`src/rtl/pc_gen_unit.sv`:
```
// Fetch-PC generator: PC register, next-PC select, BOOT/RUN/HALT control and trap redirect.
// Optional build macro PC_MISALIGN_CHECK_EN turns misaligned jump/branch targets into a trap redirect.
module pc_gen_unit #(
    parameter int                XLEN         = 32,
    parameter logic [XLEN-1:0]   RESET_VECTOR = '0,
    parameter int                INC          = 4
) (
    input  logic            clk,
    input  logic            reset,
    input  logic            stall,
    input  logic            halt_req,
    input  logic            resume,
    input  logic            trap,
    input  logic [XLEN-1:0] trap_vector,
    input  logic            jump,
    input  logic            branch_condition_match,
    input  logic [XLEN-1:0] target_addr,
    input  logic            fetch_ready,
    output logic [XLEN-1:0] pc,
    output logic            pc_valid,
    output logic [XLEN-1:0] pc_increment,
    output logic            redirect,
    output logic            halted,
    output logic            misalign_fault
);

    localparam logic [1:0] S_BOOT = 2'd0;
    localparam logic [1:0] S_RUN  = 2'd1;
    localparam logic [1:0] S_HALT = 2'd2;

    logic [1:0]      r_state;
    logic [1:0]      w_state_next;
    logic [XLEN-1:0] r_pc;
    logic [XLEN-1:0] w_pc_next;
    logic            r_redirect;
    logic            w_redirect_next;
    logic            r_misalign;
    logic            w_misalign_next;

    logic            w_fire;
    logic            w_jb_req;
    logic            w_misaligned;
    logic [XLEN-1:0] w_target_clr;
    logic            w_unused_target_lsb;

    assign w_target_clr        = {target_addr[XLEN-1:1], 1'b0};
    assign w_unused_target_lsb = target_addr[0];
    assign w_jb_req            = jump | branch_condition_match;
    assign w_fire              = pc_valid & fetch_ready;

`ifdef PC_MISALIGN_CHECK_EN
    assign w_misaligned = w_jb_req & w_target_clr[1];
`else
    assign w_misaligned = 1'b0;
`endif

    always_comb begin
        w_state_next    = r_state;
        w_pc_next       = r_pc;
        w_redirect_next = 1'b0;
        w_misalign_next = 1'b0;
        case (r_state)
            S_BOOT: begin
                w_state_next = S_RUN;
            end
            S_RUN: begin
                // Redirects beat stall/fetch_ready; a same-cycle halt stops at the new PC.
                if (trap) begin
                    w_pc_next       = trap_vector;
                    w_redirect_next = 1'b1;
                end else if (w_misaligned) begin
                    w_pc_next       = trap_vector;
                    w_redirect_next = 1'b1;
                    w_misalign_next = 1'b1;
                end else if (w_jb_req) begin
                    w_pc_next       = w_target_clr;
                    w_redirect_next = 1'b1;
                end else if (w_fire && !stall) begin
                    w_pc_next = pc_increment;
                end
                if (halt_req) begin
                    w_state_next = S_HALT;
                end
            end
            S_HALT: begin
                if (trap) begin
                    w_pc_next       = trap_vector;
                    w_redirect_next = 1'b1;
                    w_state_next    = S_RUN;
                end else if (resume) begin
                    w_state_next = S_RUN;
                end
            end
            default: begin
                w_state_next = S_BOOT;
            end
        endcase
    end

    always_ff @(posedge clk or posedge reset) begin
        if (reset) begin
            r_state    <= S_BOOT;
            r_pc       <= RESET_VECTOR;
            r_redirect <= 1'b0;
            r_misalign <= 1'b0;
        end else begin
            r_state    <= w_state_next;
            r_pc       <= w_pc_next;
            r_redirect <= w_redirect_next;
            r_misalign <= w_misalign_next;
        end
    end

    assign pc             = r_pc;
    assign pc_increment   = r_pc + XLEN'(INC);
    assign pc_valid       = (r_state == S_RUN);
    assign halted         = (r_state == S_HALT);
    assign redirect       = r_redirect;
    assign misalign_fault = r_misalign;

endmodule

```
`config.mk`:
```
export PLATFORM = sky130hd
export DESIGN_NAME = pc_gen_unit
export DESIGN_NICKNAME = d
export VERILOG_FILES = /design/src/rtl/pc_gen_unit.sv
export SDC_FILE = /design/constraint.sdc
export NUM_CORES = 1
export LEC_CHECK = 0
export ABC_AREA = 1
export ABC_CLOCK_PERIOD_IN_PS = 4150
export BUFFER_PORTS_ARGS = -buffer_cell sky130_fd_sc_hd__buf_2
export CAP_MARGIN = 20
export CORE_MARGIN = 4
export CORE_UTILIZATION = 52
export CTS_BUF_LIST = sky130_fd_sc_hd__clkbuf_16
export DETAILED_ROUTE_END_ITERATION = 8
export PLACE_DENSITY = 0.88
export SLEW_MARGIN = 20
export SYNTH_ARGS = -nofsm -noshare
export SYNTH_HDL_FRONTEND = slang
export SYNTH_SLANG_ARGS = --single-unit
```
`constraint.sdc`:
```
create_clock -name clk -period 4.15 [get_ports clk]
set_input_delay 0.415 -clock clk [delete_from_list [all_inputs] [get_ports clk]]
set_output_delay 0.415 -clock clk [all_outputs]
set_load 0.005 [all_outputs]
```
# --- Yosys cells after proc, flatten, opt, wreduce, memory -nomap -nowiden ---
# Index checks and enable logic that the tools add are counted.
word_totals:
  ff_bits: 35
  in_bits: 73
  output_inout_bits: 68
  word_cells: 31
op_classes:
  addsub: 1
  n_eq_ne: 6
  muxes: 13
  n_bitwise: 2
  reduce_logical: 6
ops:
  columns: ["cell", "count"]
  rows:
  - ["two-way mux 32 bit", 4]
  - ["case mux 32 bit (2 select lines)", 1]
  - ["adder 32 x 3 -> 32 bit (second input constant)", 1]
  - ["two-way mux 2 bit", 3]
  - ["case mux 2 bit (3 select lines)", 1]
  - ["!= test 2 bit (second input constant)", 2]
  - ["!= test 4 x 2 -> 1 bit (second input constant)", 1]
  - ["two-way mux 1 bit", 3]
  - ["!= test 3 bit (second input constant)", 1]
  - ["AND reduction 3 bit", 1]
  - ["equality test 2 x 1 -> 1 bit (second input constant)", 1]
  - ["equality test 2 bit (second input constant)", 1]
  - ["logical NOT 2 bit", 1]
  - ["case mux 1 bit (2 select lines)", 1]
  - ["AND reduction 2 bit", 1]
  - ["nonzero test 2 bit", 1]
  - ["bitwise AND 1 bit", 1]
  - ["logical AND 1 bit", 1]
  - ["logical NOT 1 bit", 1]
  - ["bitwise OR 1 bit", 1]

# --- Depth between registers and ports, before layout ---
# Gate-level depths: netlist (run 1).
depth:
  word_depth: 7
  mapped_depth: 10

# --- Least setup slack after synthesis (run 1) ---
# Ideal clock, no wire load.
synth_path:
  path_type: "reg2out"
  from: "reg r_pc[2] (netlist: pc[2])"
  to: "out pc_increment[28]"
  arrival_time_ns: 1.413
  required_time_ns: 3.735
  slack_ns: 2.322
  stages_incl_launch_ff: 8
  n_path_buf: 0
  path_cell_list: "dfrtp_1 > ha_1 > nand3_1 > nor2_4 > nand2_2 > nor2_1 > nand3_1 > and2_1"
synth_between:
  elab_chain_cells: 1
synth_rtl:
  columns: ["item", "line", "text"]
  rows:
  - ["from (decl)", "33", "logic [XLEN-1:0] r_pc;"]
  - ["from (signal assigned)", "108", "r_pc <= w_pc_next;"]
  - ["adder 32 x 3 -> 32 bit", "115", "assign pc_increment = r_pc + XLEN'(INC);"]
  - ["to (decl)", "21", "output logic [XLEN-1:0] pc_increment,"]
# Every way passes these cells.

# --- Final worst setup path (run 1) ---
layout_path:
  from: "reg r_pc[3] (netlist: pc[3])"
  to: "out pc_increment[20]"
# Same word-level chain as after synthesis.

==> out/results.ini, run 1 <==
[synth]
synth_warnings=0
synth-edff-count=0
synth_top_family_by_area=simple AND/OR/NAND/NOR gates
ys_seq_elements=35
syn_area_um2=3069
synthCells=495
synth_mux_area_frac=0
ys_types=29
synth_xor_area_frac=0.05218
yosys-top-cells-area=dfrtp_1, nand2_1, nor2_1
synth_top_cell_by_area=dfrtp_1
synthSimpleGateAreaFrac=0.4619
syn_avg_cell_area_um2=6.200
synth_nets=573
synth_ff_type=dfrtp_1
seq_area_frac_synth=0.2854
synth_top_area_share=0.2854
yosys-top-cells-count=nand2_1, nor2_1, nand3_1
synth-compound-area-share=0.09621
yosysMostFrequentCell=nand2_1
synth_fa_ha_area_frac=0.02038
async_flop_share=1.000

[placed_design]
dp_hpwl_um=7300
port_buffers=138
place_area_um2=3769
place_congestion=0.9273
dp_cells=687

[die]
core_um2=5608
num_rows=27
chipHeight_um=84.83
initial_core_util=0.5473
io_pins=141
die_x_um=84.83
fp.dieArea_um2=7195

[grt]
overflow=0
grt_use_total=0.2728
grt_pass1_wl_um=16180
grt_pass1_vias=3511
grt_max_degree=40
antenna_found_initial=0

[clock_tree]
post_cts.repair.setup_buffers=0
postCtsHoldBufs=0
ctsHtreeMaxLevel=2
numCtsBuffers=5
clockBufferDepth=2
clk_latency_ns=0.28
cts_resized=0
cts_tree=yes
clkTransAtPathRegs_ns=0.06
cts_sinks=35
root_buffer=clkbuf_16

[sta]
worst_hold_slack_ns=0.2383
grt_setup_unrepaired=no
fin_crit_ns=2.548
hold_viol=0
max_slew.worst_pin.slew_ns=0.9757
finalCritPeriodShare=0.6141
relSlewSlack=0.3488
fin_skew_ns=0.002518
setup_violations=0
drv_slew=0
max_freq_ghz=0.3924
tns_ns=0

[route]
wl_met1_um=4205
drc=0
wirelength_um=9730
via_count=3592
route.met3.wl_um=636
dr.max_layer_used=met4
drt-initial-drc-count=144
post_drt_wl_per_cell_um=14.00
via_per_inst=5.168
dr_wl_met2_um=4734
antenna_left=0
drt_pre_antenna_iters=5

[setup_path]
critPathArrivalTime_ns=2.13
crit_family=simple AND/OR/NAND/NOR gates
critPathSlowestCell=dfrtp_1
cp_slowest_stage_delay_ns=0.43
r2r-start=r_state[0]$_DFFE_PP0P_
start_kind=flop
cp_max_fo=5
startpoint=pc[3]$_DFFE_PP0P_
cp.required_ns=3.73
path_class=flop to output port
end_kind=output port
critPathBufInv=1
crit_chain=ha_1, nand3_1, nor2_4, nand2_2, nor2_1, nand2_1, and2_1, buf_2

[worst_hold_path]
hold_class=primary input to async pin

[cells_and_area]
final_area_um2=3906
antennaDiodeCount=0
fin_nets=700
drive_gt1_frac=0.2905
fin_cells=695
area_growth_syn_to_layout_pct=27.27

[pwr]
power_density_nw_per_um2=746.2
max-vdd-ir-drop_mv=0.5866
leakage_nw=2.059

[run]
cap_violations=0

[status]
status=completed

==> path summary, 6_finish.rpt <==
kind                                            to  slack (ns)  cells after the start
max in group asynchronous        pc[4]$_DFFE_PP0P_        3.56                      3
worst max register to register   pc[2]$_DFFE_PP0P_        1.62                      8
min in group clk                 pc[0]$_DFFE_PP0P_        0.40                      3
worst min-delay path            redirect$_DFF_PP0_        0.24                      3
worst min register to register   pc[1]$_DFFE_PP0P_        0.52                      2
worst max-delay path              pc_increment[20]        1.60                      8
==> per-layer routing <==
metal	GRT usage	vias to the layer above
li1	-	1804
met1	0.3524	1617
met2	0.4719	156
met3	0.04854	15
met4	0.07050	0
met5	0	-
==> registers in the layout, summed over array words and instances, names as in the netlist <==
signal and cells:
pc 32, r_state 2, redirect 1
==> cell usage in the layout, fill, tap and decap left out, types with 3 or more instances in the layout <==
| cell type | instances |
|---|---|
| nor2_4 | 9 |
| nand2_2 | 11 |
| clkbuf_16 | 5 |
| nor2_2 | 6 |
| nand3_1 | 43 |
| buf_4 | 3 |
| nor2_1 | 98 |
| o21ai_0 | 10 |
| a22oi_1 | 3 |
| nand4_1 | 3 |
| dfrtp_1 | 35 |
| xor2_2 | 5 |
| buf_2 | 138 |
| nand2_1 | 146 |
| and2_1 | 7 |
| ha_1 | 5 |
| xor2_1 | 5 |
| inv_1 | 41 |
| a21oi_1 | 33 |
| xnor2_1 | 4 |
==> cells by family after synthesis <==
group	Yosys count
AOI/OAI and AO/OA	54
xor gates and xnor gates	14
adders and majority gates	5
buffers and inverters	61
DFF	35
other	1
and+or+nand+nor	325
==> power by group <==
group          switching (mW)  internal (mW)
combinational            1.07          0.698
clock                   0.140          0.217
sequential              0.268          0.524
==> through the flow <==
step,utilization,setup WS [ns],power (mW)
6_report,0.6966,1.602,2.915
3_3_place_gp,0.6720,1.454,2.485
2_1_floorplan,-,2.322,1.884
4_1_cts,0.6966,1.289,2.919
3_5_place_dp,0.6720,1.308,2.548
5_1_grt,0.6966,1.356,3.200
==> worst register-to-register path, stage by stage, from the launching register on <==
cell and delay (ns):
dfrtp_1 0.37, inv_1 0.09, ha_1 0.29, nor2_2 0.53
buf_4 0.33, inv_2 0.29, a21oi_1 0.21, o21ai_0 0.12
a31oi_1 0.21
==> layout make-up <==
class / count / area (µm²)
Multi-Input combinational cell: 399 / 1939
Fill cell: 524 / 1702
Sequential cell: 35 / 875.8
Timing Repair Buffer: 141 / 713.2
Inverter: 40 / 150.1
Clock buffer: 5 / 125.1
Tap cell: 72 / 90.09
Clock inverter: 3 / 12.51
(Power assumes the default switching activity.)
==> inputs of run 2 (changes only) <==
ABC_CLOCK_PERIOD_IN_PS = 2450   (was 4150)
CORE_UTILIZATION = 48   (was 52)
PLACE_DENSITY = 0.82   (was 0.88)
clock period = 2.45 ns   (was 4.15 ns; I/O delays follow)
==> out/results.ini, run 2 (synthesized netlist as in run 1, its figures left out) <==
[clock_tree]
clockBufferDepth=2  ; unchanged
root_buffer=clkbuf_16
cts_tree=yes
clk_latency_ns=0.28  ; about the same
ctsHtreeMaxLevel=2  ; unchanged
post_cts.repair.setup_buffers=0  ; unchanged
postCtsHoldBufs=0  ; unchanged
numCtsBuffers=5  ; unchanged
clkTransAtPathRegs_ns=0.05  ; about the same
cts_sinks=35  ; unchanged

[sta]
fin_crit_ns=2.255
worst_hold_slack_ns=0.06513  ; -0.1732 ns
setup_violations=0  ; unchanged
hold_viol=0  ; unchanged
setup_slack_ns=0.1945  ; -1.407 ns
max_slew.worst_pin.slew_ns=0.8898  ; -0.08588 ns
relSlewSlack=0.4061  ; +0.05732
tns_ns=0  ; unchanged
max_freq_ghz=0.4434
grt_setup_unrepaired=no
drv_slew=0  ; unchanged
finalCritPeriodShare=0.9206
fin_skew_ns=0.002618  ; +0.0001003 ns

[placed_design]
place_congestion=0.8919  ; -3.8%
port_buffers=138  ; unchanged
dp_hpwl_um=7706  ; +5.6%
place_area_um2=3817  ; +1.3%
pre_cts_ws_ns=0.4604  ; -0.8475 ns
dp_cells=696  ; +1.3%

[cells_and_area]
postLayoutCoreUtil=0.6534  ; -0.04318
largest_reg_flops=32  ; unchanged
layout_commonest_cell=nand2_1
regArea_um2=875.8  ; unchanged
final_area_um2=3960  ; +1.4%
multi_input_area_um2=1944  ; +0.26%
antennaDiodeCount=0  ; unchanged
area_growth_syn_to_layout_pct=29.03
fillers=570  ; +8.8%
fin_cells=704  ; +1.3%
layout_common_cells=nand2_1, buf_2, nor2_1
fin_nets=706  ; +0.86%
drive_gt1_frac=0.2973  ; +0.006768

[status]
status=completed

[route]
drt-initial-drc-count=195  ; +35%
drt_pre_antenna_iters=5  ; unchanged
drc=0  ; unchanged
antenna_left=0  ; unchanged
wirelength_um=9890  ; +1.6%
post_drt_wl_per_cell_um=14.05  ; +0.34%
via_per_inst=5.111  ; -1.1%
via_count=3598  ; +0.17%

[setup_path]
cp.required_ns=2.20  ; -1.53 ns
critPathArrivalTime_ns=2.01  ; -0.12 ns
path_class=flop to output port
start_kind=flop
end_kind=output port
critPathSlowestCell=dfrtp_1
r2r_setup_slack_ns=0.63  ; -0.99 ns
cp_slowest_stage_delay_ns=0.43  ; about the same
rr_worst_depth=9  ; +1
r2r-start=r_state[0]$_DFFE_PP0P_
crit_chain=ha_1, nand3_2, nor2_4, nand2_2, nor2_1, nand3_1, and2_1, buf_2
reg2reg_to=pc[3]$_DFFE_PP0P_
cp_max_fo=5  ; unchanged

[grt]
grt_pass1_wl_um=15820  ; -2.2%
overflow=0  ; unchanged
grt_use_total=0.2590  ; -0.01378
grt_pass1_vias=3495  ; -0.46%
grt_max_degree=36  ; -10%
antenna_found_initial=0  ; unchanged

[pwr]
power_frac_comb=0.606  ; about the same
sequentialPowerShare=0.272  ; about the same
p_sw_frac=0.5062  ; about the same
total_power_mw=4.997  ; +71%
leakage_nw=2.091  ; +1.5%
p_sw_mw=2.529  ; +71%
p_int_mw=2.468  ; +71%
max-vdd-ir-drop_mv=0.8232  ; +40%
power_density_nw_per_um2=1262  ; +69%
p_clk_frac=0.122  ; about the same

[die]
initial_core_util=0.5064  ; -0.04090
num_rows=28  ; +3.7%
core_um2=6061  ; +8.1%
io_pins=141  ; unchanged
fp.dieArea_um2=7738  ; +7.5%
die_x_um=87.97  ; +3.7%
chipHeight_um=87.97  ; +3.7%

[worst_hold_path]
hold_class=primary input to async pin

[run]
cap_violations=0  ; unchanged

## run 2: changes by cell type in the layout (fill, tap and decap cells not counted), sizes merged
cell and delta:
buf +6
## run 2: metal layers
layer / track usage / vias to the layer above / routed length, µm
met3: 0.04610 / 10 / 722
met1: 0.3236 / 1632 / 4137
met5: 0 / - / 0
li1: - / 1820 / -
met4: 0.06276 / 0 / 94
met2: 0.4616 / 136 / 4936
## run 2: power by group through the flow
stage          registers [mW]  logic (mW)  clock network, mW
2_1_floorplan            1.28        1.92                  0
3_3_place_gp             1.33        2.93                  0
3_5_place_dp             1.35        3.03                  0
4_1_cts                  1.35        3.04              0.617
5_1_grt                  1.40        3.39              0.650
6_report                 1.36        3.03              0.610
## run 2: worst max path at each step
stage	cells past startpoint	from	slack (ns)	end
after global routing	8	pc[2]$_DFFE_PP0P_	0.04	pc_increment[28]
after floorplan	7	pc[2]$_DFFE_PP0P_	0.79	pc_increment[28]
after global placement	8	pc[2]$_DFFE_PP0P_	0.47	pc_increment[28]
after detailed placement	8	pc[2]$_DFFE_PP0P_	0.46	pc_increment[28]
after CTS	8	pc[2]$_DFFE_PP0P_	0.15	pc_increment[28]
final	8	pc[3]$_DFFE_PP0P_	0.19	pc_increment[28]
## run 2: what timing repair did
action | in CTS | in global routing
endpoints found under the setup margin | 0 | 2
resized for setup | 0 | 1
endpoints found under the hold margin | 0 | 0
## run 2: cell type report
cell class                 count  share of cell area
clock buffer                   5             0.03160
clock inverter                 3            0.003160
inverter                      40             0.03791
multi-input combinational    399              0.4910
sequential                    35              0.2212
tap                           75             0.02370
timing repair buffer         147              0.1915
## run 2: critical path: cells and delay by family, from the launching register on
family / cells / cell delay [ns]
AND/OR/NAND/NOR: 6 / 0.89
adder cells (fa/ha/maj): 1 / 0.27
flip-flops: 1 / 0.43
buffers and inverters: 1 / 0.12
==> inputs of run 3 (changes only) <==
GPL_TIMING_DRIVEN = 0   (was not set)
RECOVER_POWER = 25   (was not set)
==> out/results.ini, run 3 (synthesized netlist as in run 1, its figures left out) <==
[status]
status=completed

[route]
drc=0  ; unchanged
drt-initial-drc-count=261  ; +34%
drt_pre_antenna_iters=5  ; unchanged
via_per_inst=5.175  ; +1.3%
wirelength_um=10700  ; +8.2%
antenna_left=0  ; unchanged
post_drt_wl_per_cell_um=14.91  ; +6.1%
via_count=3716  ; +3.3%

[pwr]
p_clk_frac=0.140  ; +0.018
p_int_mw=2.590  ; +4.9%
p_sw_mw=2.632  ; +4.1%
leakage_nw=2.125  ; +1.6%
sequentialPowerShare=0.260  ; -0.012
p_sw_frac=0.5040  ; -0.002131
power_density_nw_per_um2=1293  ; +2.5%
total_power_mw=5.221  ; +4.5%
max-vdd-ir-drop_mv=0.6950  ; -16%
power_frac_comb=0.600  ; -0.006

[sta]
hold_viol=0  ; unchanged
max_slew.worst_pin.slew_ns=0.7265  ; -0.1634 ns
relSlewSlack=0.5157  ; +0.1096
fin_crit_ns=2.311  ; +0.05557 ns
drv_slew=0  ; unchanged
grt_setup_unrepaired=no
fin_skew_ns=0.006746  ; +0.004127 ns
tns_ns=0  ; unchanged
setup_slack_ns=0.1390  ; -0.05557 ns
finalCritPeriodShare=0.9433  ; +0.02268
max_freq_ghz=0.4327  ; -2.4%
setup_violations=0  ; unchanged

[die]
fp.dieArea_um2=7738  ; unchanged
chipHeight_um=87.97  ; unchanged
die_x_um=87.97  ; unchanged
num_rows=28  ; unchanged
initial_core_util=0.5064  ; unchanged
io_pins=141  ; unchanged
core_um2=6061  ; unchanged

[placed_design]
dp_hpwl_um=8315  ; +7.9%
dp_cells=709  ; +1.9%
port_buffers=138  ; unchanged
place_congestion=0.9374  ; +5.1%
pre_cts_ws_ns=0.4051  ; -0.05529 ns

[setup_path]
reg2reg_to=pc[30]$_DFFE_PP0P_
crit_chain=ha_1, nand3_2, nor2_4, nand2_2, nor2_1, nand3_1, and2_1, buf_2
r2r_setup_slack_ns=0.34  ; -0.29 ns
cp_max_fo=5  ; unchanged
critPathArrivalTime_ns=2.07  ; +0.06 ns
path_class=flop to output port
rr_worst_depth=8  ; -1
cp.required_ns=2.20  ; about the same
critPathBufInv=1  ; unchanged
end_kind=output port
r2r-start=r_state[0]$_DFFE_PP0P_
critPathSlowestCell=dfrtp_1
crit_cells=8  ; unchanged
cp_slowest_stage_delay_ns=0.43  ; about the same
start_kind=flop
crit_family=simple AND/OR/NAND/NOR gates

[cells_and_area]
layout_common_cells=nand2_1, buf_2, nor2_1
antennaDiodeCount=0  ; unchanged
drive_gt1_frac=0.2986  ; +0.001303
fin_nets=720  ; +2.0%
largest_reg_flops=32  ; unchanged
fin_cells=718  ; +2.0%
area_growth_syn_to_layout_pct=31.55

[clock_tree]
post_cts.repair.setup_buffers=0  ; unchanged
cts_sinks=35  ; unchanged
clk_latency_ns=0.29  ; about the same
clkTransAtPathRegs_ns=0.06  ; about the same
clockBufferDepth=2  ; unchanged
numCtsBuffers=5  ; unchanged
cts_tree=yes
ctsHtreeMaxLevel=2  ; unchanged
root_buffer=clkbuf_16

[worst_hold_path]
hold-path-endpoint=pc[0]$_DFFE_PP0P_
min_from=trap_vector[0]
hold_class=primary input to flop
holdPathStages=3

[grt]
grt_use_total=0.2825  ; +0.02344
antenna_found_initial=0  ; unchanged
grt_pass1_wl_um=16950  ; +7.1%
grt_pass1_vias=3602  ; +3.1%
overflow=0  ; unchanged
grt_max_degree=27  ; -25%

[run]
cap_violations=0  ; unchanged

## run 3: changes by cell type in the layout (fill, tap and decap cells not counted)
cell / previous run / this run
buf_2: 138 / 146
buf_4: 9 / 4
bufinv_16: 0 / 1
clkbuf_1: 0 / 9
clkbuf_2: 0 / 1
clkinv_1: 0 / 1
dlygate4sd3_1: 0 / 1
inv_1: 42 / 40
## run 3: final cells by class
type | count | area [µm²]
fill | 574 | 2023
multi-input combinational | 399 | 1944
sequential | 35 | 875.8
timing repair buffer | 140 | 705.7
inverter | 40 | 150.1
clock buffer | 5 | 125.1
buffer | 21 | 103.9
tap | 75 | 93.84
clock inverter | 3 | 38.79
## run 3: timing repair
item | 4_1_cts | 5_1_grt
hold buffers | 1 | 0
endpoints found under the setup margin | 0 | 2
gates resized for setup | 0 | 1
hold endpoints to repair | 9 | 0
## run 3: worst max path at each step
stage | startpoint | to | slack, ns
after floorplan | pc[2]$_DFFE_PP0P_ | pc_increment[28] | 0.79
after global placement | pc[3]$_DFFE_PP0P_ | pc_increment[28] | 0.41
after detailed placement | pc[3]$_DFFE_PP0P_ | pc_increment[28] | 0.41
after CTS | pc[3]$_DFFE_PP0P_ | pc_increment[28] | 0.08
after global routing | pc[3]$_DFFE_PP0P_ | pc_increment[28] | 0.02
final | pc[3]$_DFFE_PP0P_ | pc_increment[28] | 0.14
## run 3: worst register-to-register path, cell delays in order (launching register included)
cell,delay (ns)
dfrtp_1,0.39
inv_1,0.09
ha_1,0.29
nor2_2,0.30
clkbuf_1,0.48
nand3_1,0.16
nand2_1,0.11
nor2_1,0.05
a21oi_1,0.16
## run 3: power by group through the flow
| stage | Combinational (mW) | Clock (mW) | Sequential [mW] |
|---|---|---|---|
| after floorplan | 1.92 | 0 | 1.28 |
| after global placement | 3.01 | 0 | 1.34 |
| after detailed placement | 3.09 | 0 | 1.35 |
| after CTS | 3.11 | 0.734 | 1.34 |
| after global routing | 3.50 | 0.765 | 1.41 |
| final | 3.13 | 0.732 | 1.36 |
## run 3: metal layers
metal,global-route usage,wire length (µm),vias up
li1,-,-,1838
met1,0.3571,4418,1662
met2,0.4781,5032,194
met3,0.05644,1015,22
met4,0.1004,237,0
met5,0,0,-
## run 3: stage by stage
step / instance area [µm²] / hold slack [ns] / utilization
after floorplan: 3069 / 0.3993 / -
after global placement: 3854 / 0.4932 / 0.6358
after detailed placement: 3874 / 0.1890 / 0.6391
after CTS: 4048 / 0.2191 / 0.6678
after global routing: 4038 / 0.2352 / 0.6662
final: 4038 / 0.2164 / 0.6662
